`config.mk`:
```
export PLATFORM = sky130hd
export DESIGN_NAME = io_switch_route_arbiter
export DESIGN_NICKNAME = d
export VERILOG_FILES = /design/src/rtl/io_switch_pkg.sv /design/src/rtl/io_switch_route_arbiter_rr_arb4.sv /design/src/rtl/io_switch_route_arbiter.sv
export SDC_FILE = /design/constraint.sdc
export NUM_CORES = 1
export LEC_CHECK = 0
export CORE_ASPECT_RATIO = 0.6
export CORE_UTILIZATION = 40
export DETAILED_ROUTE_END_ITERATION = 6
export PLACE_DENSITY = 0.67
export SLEW_MARGIN = 40
export SYNTH_ARGS = -nofsm -noshare
export SYNTH_HDL_FRONTEND = slang
export SYNTH_SLANG_ARGS = --single-unit
```
`constraint.sdc`:
```
create_clock -name clk -period 5.1 [get_ports clk]
set_clock_uncertainty 0.05 [all_clocks]
set_input_delay 1.53 -clock clk [delete_from_list [all_inputs] [get_ports clk]]
set_output_delay 1.53 -clock clk [all_outputs]
set_load 0.01 [all_outputs]
```
`src/rtl/io_switch_pkg.sv`:
```
// Shared definitions for the 4x4 switch route arbiter: source select codes,
// port count and the scheduler state encoding.
package io_switch_pkg;

  localparam int NUM_PORTS = 4;

  localparam logic [2:0] SRC_CODE_0    = 3'b001;
  localparam logic [2:0] SRC_CODE_1    = 3'b010;
  localparam logic [2:0] SRC_CODE_2    = 3'b100;
  localparam logic [2:0] SRC_CODE_3    = 3'b111;
  localparam logic [2:0] SRC_CODE_NONE = 3'b000;

  typedef enum logic [2:0] {
    ST_INIT,
    ST_IDLE,
    ST_CONNECT,
    ST_SETTLE,
    ST_DISCONNECT
  } state_t;

  function automatic logic [2:0] src_code(input logic [1:0] src);
    case (src)
      2'd0:    src_code = SRC_CODE_0;
      2'd1:    src_code = SRC_CODE_1;
      2'd2:    src_code = SRC_CODE_2;
      default: src_code = SRC_CODE_3;
    endcase
  endfunction

endpackage

```
`src/rtl/io_switch_route_arbiter_rr_arb4.sv`:
```
// Four-way round-robin picker: returns the first requester at or after ptr,
// as both a one-hot vector and an index.
module rr_arb4 (
  input  logic [3:0] req,
  input  logic [1:0] ptr,
  output logic [3:0] onehot,
  output logic [1:0] idx,
  output logic       any
);

  logic [1:0] cand;

  always_comb begin
    idx  = '0;
    cand = '0;
    any  = |req;
    // Walk backwards so the candidate closest to ptr is the last one written.
    for (int k = 3; k >= 0; k--) begin
      cand = ptr + 2'(k);
      if (req[cand]) idx = cand;
    end
    onehot = any ? (4'b0001 << idx) : 4'b0000;
  end

endmodule

```
`src/rtl/io_switch_route_arbiter.sv`:
```
// Round-robin route scheduler for the 4x4 streaming switch: programs routes,
// grants after settle, tears routes down on end of packet or watchdog expiry.
module io_switch_route_arbiter
  import io_switch_pkg::*;
#(
  parameter int SETTLE_CYCLES  = 2,
  parameter int TIMEOUT_CYCLES = 1024
) (
  input  logic       clk,
  input  logic       rst,
  input  logic [3:0] req_valid,
  input  logic [7:0] req_dest,
  input  logic [3:0] pkt_done,
  output logic [3:0] grant,
  output logic [1:0] ctrl_addr,
  output logic       ctrl_wr_en,
  output logic [2:0] ctrl_wr_data,
  output logic       init_done,
  output logic       timeout_err
);

  localparam int SC_W = (SETTLE_CYCLES > 1) ? $clog2(SETTLE_CYCLES) : 1;
  localparam int WD_W = (TIMEOUT_CYCLES > 1) ? $clog2(TIMEOUT_CYCLES) : 1;
  localparam logic [SC_W-1:0] SETTLE_LOAD = SC_W'(SETTLE_CYCLES - 1);
  localparam logic [WD_W-1:0] WD_MAX      = WD_W'(TIMEOUT_CYCLES - 1);
  localparam bit              WD_EN       = (TIMEOUT_CYCLES != 0);

  state_t                 state_reg;
  logic [1:0]             idx_reg;
  logic                   init_done_reg;
  logic                   timeout_err_reg;
  logic [3:0]             grant_reg;
  logic [3:0]             pending_reg;
  logic [3:0]             rel_flag_reg;
  logic [3:0]             owner_valid_reg;
  logic [3:0][1:0]        owner_idx_reg;
  logic [3:0][1:0]        rr_ptr_reg;
  logic [1:0]             out_ptr_reg;
  logic [1:0]             sel_o_reg;
  logic [1:0]             sel_i_reg;
  logic [SC_W-1:0]        settle_cnt_reg;
  logic [3:0][WD_W-1:0]   wd_cnt_reg;
  logic [1:0]             ctrl_addr_reg;
  logic                   ctrl_wr_en_reg;
  logic [2:0]             ctrl_wr_data_reg;

  logic [3:0][3:0] elig;
  logic [3:0][3:0] in_onehot;
  logic [3:0][1:0] in_idx;
  logic [3:0]      in_any;
  logic [3:0]      out_onehot;
  logic [1:0]      out_idx;
  logic            out_any;
  logic [3:0]      pick_in_onehot;
  logic [1:0]      pick_in_idx;
  logic [3:0]      owner_active;
  logic [3:0]      rel_done;
  logic [3:0]      rel_wd;
  logic [1:0]      rel_low_idx;

  // elig[o][i]: input i may be connected to output o right now.
  always_comb begin
    for (int o = 0; o < NUM_PORTS; o++) begin
      for (int i = 0; i < NUM_PORTS; i++) begin
        elig[o][i] = req_valid[i] & ~grant_reg[i] & ~pending_reg[i] &
                     ~owner_valid_reg[o] & (req_dest[2*i +: 2] == 2'(o));
      end
    end
  end

  generate
    for (genvar gi = 0; gi < NUM_PORTS; gi++) begin : g_in_arb
      rr_arb4 u_in_arb (
        .req    (elig[gi]),
        .ptr    (rr_ptr_reg[gi]),
        .onehot (in_onehot[gi]),
        .idx    (in_idx[gi]),
        .any    (in_any[gi])
      );
    end
  endgenerate

  rr_arb4 u_out_arb (
    .req    (in_any),
    .ptr    (out_ptr_reg),
    .onehot (out_onehot),
    .idx    (out_idx),
    .any    (out_any)
  );

  always_comb begin
    pick_in_onehot = '0;
    for (int o = 0; o < NUM_PORTS; o++) begin
      if (out_onehot[o]) pick_in_onehot = in_onehot[o];
    end
    pick_in_idx = in_idx[out_idx];
  end

  // An output is active while its owner still holds grant; once released it
  // only waits for its disconnect write.
  always_comb begin
    rel_low_idx = '0;
    for (int o = 0; o < NUM_PORTS; o++) begin
      owner_active[o] = owner_valid_reg[o] & grant_reg[owner_idx_reg[o]];
      rel_done[o]     = owner_active[o] & pkt_done[owner_idx_reg[o]];
      rel_wd[o]       = owner_active[o] & WD_EN & ~rel_done[o] &
                        (wd_cnt_reg[o] == WD_MAX);
    end
    for (int o = NUM_PORTS - 1; o >= 0; o--) begin
      if (rel_flag_reg[o]) rel_low_idx = 2'(o);
    end
  end

  always_ff @(posedge clk) begin
    if (rst) begin
      state_reg        <= ST_INIT;
      idx_reg          <= '0;
      init_done_reg    <= 1'b0;
      timeout_err_reg  <= 1'b0;
      grant_reg        <= '0;
      pending_reg      <= '0;
      rel_flag_reg     <= '0;
      owner_valid_reg  <= '0;
      owner_idx_reg    <= '0;
      rr_ptr_reg       <= '0;
      out_ptr_reg      <= '0;
      sel_o_reg        <= '0;
      sel_i_reg        <= '0;
      settle_cnt_reg   <= '0;
      wd_cnt_reg       <= '0;
      ctrl_addr_reg    <= '0;
      ctrl_wr_en_reg   <= 1'b0;
      ctrl_wr_data_reg <= '0;
    end else begin
      ctrl_wr_en_reg <= 1'b0;
      for (int o = 0; o < NUM_PORTS; o++) begin
        if (rel_done[o] || rel_wd[o]) begin
          rel_flag_reg[o]            <= 1'b1;
          grant_reg[owner_idx_reg[o]] <= 1'b0;
        end
        if (owner_active[o]) wd_cnt_reg[o] <= wd_cnt_reg[o] + 1'b1;
      end
      if (|rel_wd) timeout_err_reg <= 1'b1;

      case (state_reg)
        ST_INIT: begin
          ctrl_wr_en_reg   <= 1'b1;
          ctrl_addr_reg    <= idx_reg;
          ctrl_wr_data_reg <= SRC_CODE_NONE;
          idx_reg          <= idx_reg + 2'd1;
          if (idx_reg == 2'd3) begin
            init_done_reg <= 1'b1;
            state_reg     <= ST_IDLE;
          end
        end
        ST_IDLE: begin
          if (|rel_flag_reg) begin
            sel_o_reg <= rel_low_idx;
            state_reg <= ST_DISCONNECT;
          end else if (out_any) begin
            sel_o_reg   <= out_idx;
            sel_i_reg   <= pick_in_idx;
            pending_reg <= pending_reg | pick_in_onehot;
            state_reg   <= ST_CONNECT;
          end
        end
        ST_CONNECT: begin
          ctrl_wr_en_reg   <= 1'b1;
          ctrl_addr_reg    <= sel_o_reg;
          ctrl_wr_data_reg <= src_code(sel_i_reg);
          settle_cnt_reg   <= SETTLE_LOAD;
          out_ptr_reg      <= sel_o_reg + 2'd1;
          state_reg        <= ST_SETTLE;
        end
        ST_SETTLE: begin
          if (settle_cnt_reg == '0) begin
            owner_valid_reg[sel_o_reg] <= 1'b1;
            owner_idx_reg[sel_o_reg]   <= sel_i_reg;
            grant_reg[sel_i_reg]       <= 1'b1;
            pending_reg[sel_i_reg]     <= 1'b0;
            wd_cnt_reg[sel_o_reg]      <= '0;
            state_reg                  <= ST_IDLE;
          end else begin
            settle_cnt_reg <= settle_cnt_reg - 1'b1;
          end
        end
        ST_DISCONNECT: begin
          ctrl_wr_en_reg             <= 1'b1;
          ctrl_addr_reg              <= sel_o_reg;
          ctrl_wr_data_reg           <= SRC_CODE_NONE;
          owner_valid_reg[sel_o_reg] <= 1'b0;
          rel_flag_reg[sel_o_reg]    <= 1'b0;
          rr_ptr_reg[sel_o_reg]      <= owner_idx_reg[sel_o_reg] + 2'd1;
          state_reg                  <= ST_IDLE;
        end
        default: state_reg <= ST_INIT;
      endcase
    end
  end

  assign grant        = grant_reg;
  assign ctrl_addr    = ctrl_addr_reg;
  assign ctrl_wr_en   = ctrl_wr_en_reg;
  assign ctrl_wr_data = ctrl_wr_data_reg;
  assign init_done    = init_done_reg;
  assign timeout_err  = timeout_err_reg;

endmodule

```
Word-level counts from Yosys, hierarchy flattened
Index checks and enable logic that the tools add are counted.
{"block": "totals", "ff_bits": 92, "latchBits": 0, "ram_bits": 0, "mem_bits_ro": 0, "input_bits": 18, "wordCells": 406, "memories": 0}
{"block": "classes", "add_sub_neg": 23, "n_mul": 0, "div": 0, "n_lt_le_gt_ge": 33, "n_eq_ne": 28, "shifts": 5, "muxes": 159, "bitwise_logic": 92, "n_reduce_logical": 39}
{"op": "$mux W4", "count": 24}
{"op": "$mux W10", "count": 9}
{"op": "$lt A2 B3 Y1 const B", "count": 27}
{"op": "$mux W40", "count": 2}
{"op": "$mux W2", "count": 29}
{"op": "$and A1 B1 Y1", "count": 56}
{"op": "$bmux W1 S2", "count": 28}
{"op": "$mux W1", "count": 44}
{"op": "$add A10 B1 Y10 const B", "count": 4}
{"op": "$and A40 B40 Y40", "count": 1}
{"op": "$eq A10 B10 Y1 const B", "count": 4}
{"op": "$not A40 Y40", "count": 1}
{"op": "$and A4 B4 Y4", "count": 7}
{"op": "$not A4 Y4", "count": 6}
{"op": "$reduce_or A4 Y1", "count": 6}
{"op": "$add A2 B2 Y2 const B", "count": 10}
{"op": "$demux W10 S2", "count": 1}
{"op": "$eq A2 B2 Y1 const B", "count": 10}
{"op": "$shl A1 B2 Y4 const A", "count": 5}
{"op": "$not A1 Y1", "count": 18}
{"op": "$add A2 B1 Y2 const B", "count": 8}
{"op": "$bwmux W8", "count": 2}
{"op": "$pmux W4 S2", "count": 2}
{"op": "$reduce_or A16 Y1", "count": 1}
{"op": "28 further kinds", "count": 74}

Longest topological paths before layout
{"block": "logic_depth", "ltp_word": 22, "mapped_depth": 10}

By module
From an unflattened synthesis, not the netlist that was laid out.
{"block": "hier_totals", "hier_cells": 701, "hier_area_um2": 5780.5}
{"module": "io_switch_route_arbiter", "instances": 1, "cells_per_inst": 540, "area_per_inst_um2": 4738.3, "seq_area_each_um2": 1841.8}
{"module": "rr_arb4 (g_in_arb[0].u_in_arb ...)", "instances": 4, "cells_per_inst": 33, "area_per_inst_um2": 211.5, "seq_area_each_um2": 0.0}
{"module": "rr_arb4 (g_in_arb[3].u_in_arb)", "instances": 1, "cells_per_inst": 29, "area_per_inst_um2": 196.4, "seq_area_each_um2": 0.0}

Worst setup path before layout
No wires, ideal clock.
{"block": "synth_path", "kind": "input to register", "start": "input req_dest[4]", "end": "register sel_i_reg[1]", "setup_time_ps": 132, "arrival_ps": 3663, "slack_ps": 1256, "stages": 9, "n_path_buf": 1, "cell_sequence": "or4b_4 or3b_1 buf_2 a41oi_1 nor3_1 a211o_1 nor2b_1 nor4_1 nor3_1"}
{"block": "synth_between", "elab_chain_cells": 11}
{"item": "from (decl)", "line": "io_switch_route_arbiter.sv:12", "rtl": "input logic [7:0] req_dest,"}
{"item": "$eq A2 B1 Y1 (tied with other cells)", "line": "io_switch_route_arbiter.sv:66", "rtl": "~owner_valid_reg[o] & (req_dest[2*i +: 2] == 2'(o));"}
{"item": "$and A1 B1 Y1", "line": "io_switch_route_arbiter.sv:66"}
{"item": "$reduce_or A4 Y1", "line": "io_switch_route_arbiter_rr_arb4.sv:16", "rtl": "any = |req;"}
{"item": "$bmux W1 S2", "line": "io_switch_route_arbiter_rr_arb4.sv:20", "rtl": "if (req[cand]) idx = cand;"}
{"item": "$mux W1 (not written as such)", "line": "io_switch_route_arbiter_rr_arb4.sv:20"}
{"item": "$mux W2 (4 in series)", "line": "io_switch_route_arbiter_rr_arb4.sv:20"}
{"item": "$bmux W2 S2", "line": "io_switch_route_arbiter.sv:96", "rtl": "pick_in_idx = in_idx[out_idx];"}
{"item": "$mux W2 (not written as such)", "line": "io_switch_route_arbiter.sv:96"}
{"item": "to (signal assigned)", "line": "io_switch_route_arbiter.sv:162", "rtl": "sel_i_reg <= pick_in_idx;"}
{"item": "to (decl)", "line": "io_switch_route_arbiter.sv:40", "rtl": "logic [1:0] sel_i_reg;"}
Parallel ways exist; a longest one is shown, timed or not. The select of a mux whose other input is x is not followed.
A chain may end at the register's enable or synchronous reset.

Worst setup path in the final report
{"block": "layout_path", "start": "input req_valid[2]", "end": "register sel_i_reg[1]"}
{"block": "layout_between", "elab_chain_cells": 13}
{"item": "from (decl)", "line": "io_switch_route_arbiter.sv:11", "rtl": "input logic [3:0] req_valid,"}
{"item": "$and A1 B1 Y1 * (2 in series)", "line": "io_switch_route_arbiter.sv:65", "rtl": "elig[o][i] = req_valid[i] & ~grant_reg[i] & ~pending_reg[i] &"}
{"item": "$and A1 B1 Y1", "line": "io_switch_route_arbiter.sv:65"}
{"item": "$and A1 B1 Y1", "line": "io_switch_route_arbiter.sv:66"}
{"item": "$reduce_or A4 Y1", "line": "io_switch_route_arbiter_rr_arb4.sv:16"}
{"item": "$bmux W1 S2", "line": "io_switch_route_arbiter_rr_arb4.sv:20"}
{"item": "$mux W1 (not written as such)", "line": "io_switch_route_arbiter_rr_arb4.sv:20"}
{"item": "$mux W2 (4 in series)", "line": "io_switch_route_arbiter_rr_arb4.sv:20"}
{"item": "$bmux W2 S2", "line": "io_switch_route_arbiter.sv:96"}
{"item": "$mux W2 (not written as such)", "line": "io_switch_route_arbiter.sv:96"}
Mark *: on every way between the ends. The rest lies on a longest branch, timed or not. The select of a mux whose other input is x is not followed.

==> run_results.csv <==
group,metric,value,unit
floorplanning,design.core.area,0.0124,mm2
worst_setup_path,critical_path.startpoint_type,"input pin",
yosys,syn_area,0.00524,mm2
grt,grt_pass1_vias,4503,
grt,global_route_wire_length_before_repair,23700,um
yosys,synth_top_family_by_area,"simple AND/OR/NAND/NOR gates",
clock_tree,cts_resized,0,
sta,timing_worst_slew_pin_value,0.714,ns
yosys,yosys_warnings,0,
worst_setup_path,crit-reg2reg-launch,"grant[0]",
detailed_routing,avgViaCountPerCell,6.07,
clock_tree,clk_transition_reported_paths,0.07,ns
finish,n_antenna_cell,0,
clock_tree,clock-root-buffer,"sky130_fd_sc_hd__clkbuf_16",
clock_tree,clock_sink_count,92,
grt,grt_antenna_before_repair,0,
detailed_routing,drt_wl_total,14800,um
floorplanning,floorplan.initialDensity,0.422,
worst_setup_path,path_buf_inv,1,
power,peakVddDrop,0.194,mV
worst_setup_path,worstSetupPathDepth,9,
grt,globalRouteTotalUtil,0.224,
clock_tree,cts_buffer_depth,2,
floorplanning,fp.dieArea,0.0136,mm2
placement,dpl.hpwl,11000,um
yosys,synth-main-ff-cell,"sky130_fd_sc_hd__dfxtp_1",
clock_tree,clock_tree.htree_level_count,3,
floorplanning,dieHeight,90.6,um
clock_tree,worstSkewPairLatency,0.35,ns
finish,syn_to_final_growth,14.1,%
detailed_routing,dr.pass1.iters,5,
detailed_routing,wire_per_inst,18.2,um
power,p_leak,2.02,nW
worst_setup_path,cp.required,5.26,ns
yosys,number_of_flops_mapped_to_enable_cells_by_yosys,0,
floorplanning,rows,31,
worst_setup_path,worst_stage_delay_on_the_critical_path,0.52,ns
worst_setup_path,worstPathMaxFanout,6,
yosys,synth-async-reset-ratio,0,
sta,time_the_worst_path_needs_with_i_o_delays_and_setup,4.32,ns
placement,gp_routability_congestion,0.955,
worst_setup_path,critical_path.most_common_cell,"sky130_fd_sc_hd__nor3_1",
yosys,netlist_instances,633,
sta,hold_ws,0.417,ns
worst_setup_path,timing.rr.end,"sel_i_reg[1]",
worst_setup_path,crit_path_end_kind,"flop",
sta,count_of_final_setup_violators,0,
sta,max_freq,232,MHz
worst_setup_path,worstRegToRegCells,8,
grt,grt.overflow.total,0,
yosys,syn_area_per_cell,8.27,um2
detailed_routing,vias,4921,
hold_path,worstHoldPathType,"reg2reg",
power,powerDensity,339,mW/mm2
yosys,muxShareOfSynthArea,0.0504,
yosys,synth_sequential_area_ratio,0.352,
clock_tree,count_of_buffers_added_by_post_cts_timing_repair_for_setup,0,
power,finalPower,2.03,mW
worst_setup_path,worst-endpoint-arrival,4.48,ns
detailed_routing,dr.first_iter.drc_count,409,
worst_setup_path,worst_setup_path_startpoint,"req_valid[2]",
clock_tree,hold_buffers,0,
outcome,status,"complete, no violations",
clock_tree,cts_made_buffers,9,
placement,numPortBuffers,29,
worst_setup_path,crit_path_cell_chain,"clkdlybuf4s50_1, or4b_4, or3b_1, a41oi_1, nor3_1, a211o_1, nor2b_1, nor4_1, nor3_1",
sta,setup_tns,0,ns
sta,rsz_0062_raised_after_global_routing,"false",
grt,grt_max_degree,52,
clock_tree,cts_tree,"built",
floorplanning,num_io_pins,30,
finish,nets_finish,672,
flow_run,drv_cap,0,
yosys,synth_fp_nets,664,
finish,finalCoreUtilization,0.481,
yosys,area_share_of_fa_ha_maj_cells_after_synthesis,0.0311,
yosys,synthXorXnorAreaFrac,0.0552,
sta,timing_hold_violations_final,0,
worst_setup_path,crit_slowest_cell,"sky130_fd_sc_hd__or3b_1",
yosys,synth-seq-cells,92,
worst_setup_path,path_delay_family,"simple AND/OR/NAND/NOR gates",
detailed_routing,drc_errors,0,
yosys,synth_simple_gate_area_share,0.296,
finish,drive_above_1_share,0.0712,
detailed_routing,drt.antenna.violating_nets,0,
yosys,synth_compound_gate_area_share,0.178,
yosys,yosysUniqueCellTypes,71,
worst_setup_path,r2r_setup_slack,1.92,ns
sta,count_of_pins_over_their_slew_limit,0,
sta,final.period_utilization,0.846,
finish,layout.filler_cells,1167,
finish,largest_register_ff_count,40,
floorplanning,dieWidth,150,um
sta,worst_slew_margin_rel,0.520,
worst_setup_path,crit_end,"sel_i_reg[1]",
worst_setup_path,timing.setup.critical_path_class,"in2reg",
-- per-layer routing --
| layer | GRT usage | vias up | wire [um] |
|---|---|---|---|
| met3 | 0.0626 | 18 | 1490 |
| met2 | 0.313 | 204 | 6090 |
| li1 | - | 2318 | - |
| met1 | 0.338 | 2381 | 7080 |
| met4 | 0.0421 | 0 | 108 |
| met5 | 0 | - | 0 |
-- metrics by stage --
step / cells / setup slack, ns / area [um2]
floorplan: 633 / 1.26 / 5240
global placement: 795 / 0.544 / 5610
detailed placement: 795 / 0.493 / 5610
CTS: 811 / 0.833 / 5970
global route: 811 / 0.713 / 5970
finish: 811 / 0.785 / 5970
-- worst min path at each step --
| stage | from | to | slack (ns) | cells past startpoint |
|---|---|---|---|---|
| global placement | settle_cnt_reg | settle_cnt_reg | 0.40 | 1 |
| floorplan | settle_cnt_reg | settle_cnt_reg | 0.38 | 1 |
| detailed placement | ctrl_wr_data[1] | ctrl_wr_data[1] | 0.40 | 2 |
| global route | ctrl_wr_data[2] | ctrl_wr_data[2] | 0.44 | 2 |
| CTS | ctrl_wr_data[1] | ctrl_wr_data[1] | 0.42 | 2 |
| finish | ctrl_wr_data[2] | ctrl_wr_data[2] | 0.42 | 2 |
-- worst min-delay path, stage by stage, from the launching register on --
cell and delay, ns:
sky130_fd_sc_hd__dfxtp_1 0.31, sky130_fd_sc_hd__nand2_1 0.05, sky130_fd_sc_hd__a21oi_1 0.05
-- cell usage after synthesis (all sizes together) (2+ instances only) --
master,n,area [um2]
a21o,2,15.0
ha,13,163
nor3b,10,75.1
or3,10,62.6
inv,14,52.6
xor2,26,228
mux2i,5,50.1
clkbuf,29,113
or4b,4,55.1
nand3b,6,45.0
and3,6,42.5
mux4,9,203
and2,3,18.8
a311oi,9,78.8
nand4,22,159
o211ai,7,52.6
or3b,5,43.8
o22ai,3,18.8
a41oi,3,33.8
nor3,14,75.1
o21a,6,45.0
and4,5,46.3
a21oi,52,260
a32o,3,30.0
or2,2,15.0
a31oi,3,18.8
o21ai,20,100
nor4b,2,17.5
buf,6,32.5
a21boi,3,22.5
nor4,7,43.8
nand2b,9,56.3
nor2b,13,81.3
xnor2,7,61.3
nor2,77,289
nand2,68,255
nand3,23,115
o221ai,5,43.8
dfxtp,92,1840
a22o,6,52.6
a211oi,5,37.5
-- area by class of cell --
cell class	instances	area (um2)	area share
Timing Repair Buffer	32	310	0.0519
Sequential cell	92	1840	0.308
Multi-Input combinational cell	492	3200	0.536
Clock buffer	11	253	0.0423
Clock inverter	5	106	0.0178
Tap cell	165	206	0.0346
Inverter	14	52.6	0.00880
-- layout by cell type (no fill, tap or decap), types with 14 or more instances in the layout --
master / n
sky130_fd_sc_hd__o21ai_0: 20
sky130_fd_sc_hd__nor2_1: 77
sky130_fd_sc_hd__nand2_1: 68
sky130_fd_sc_hd__a21oi_1: 52
sky130_fd_sc_hd__inv_1: 14
sky130_fd_sc_hd__nand3_1: 23
sky130_fd_sc_hd__clkdlybuf4s50_1: 28
sky130_fd_sc_hd__nand4_1: 20
sky130_fd_sc_hd__xor2_1: 26
sky130_fd_sc_hd__dfxtp_1: 92
-- report_power, final --
| part | total (mW) | internal [mW] | switching, mW |
|---|---|---|---|
| clock | 0.801 | 0.508 | 0.293 |
| combinational | 0.396 | 0.169 | 0.227 |
| sequential | 0.829 | 0.760 | 0.0685 |
-- logic make-up (layout without fill, tap and decap cells) --
kind of cell	after synthesis	count (layout)
DFF	92	92
xor gates and xnor gates	33	33
adders and majority gates	13	13
and+or+nand+nor	291	291
AOI/OAI and AO/OA	140	140
muxes	15	15
buffers and inverters	49	62
No activity file was read; power rests on OpenSTA's default activity.
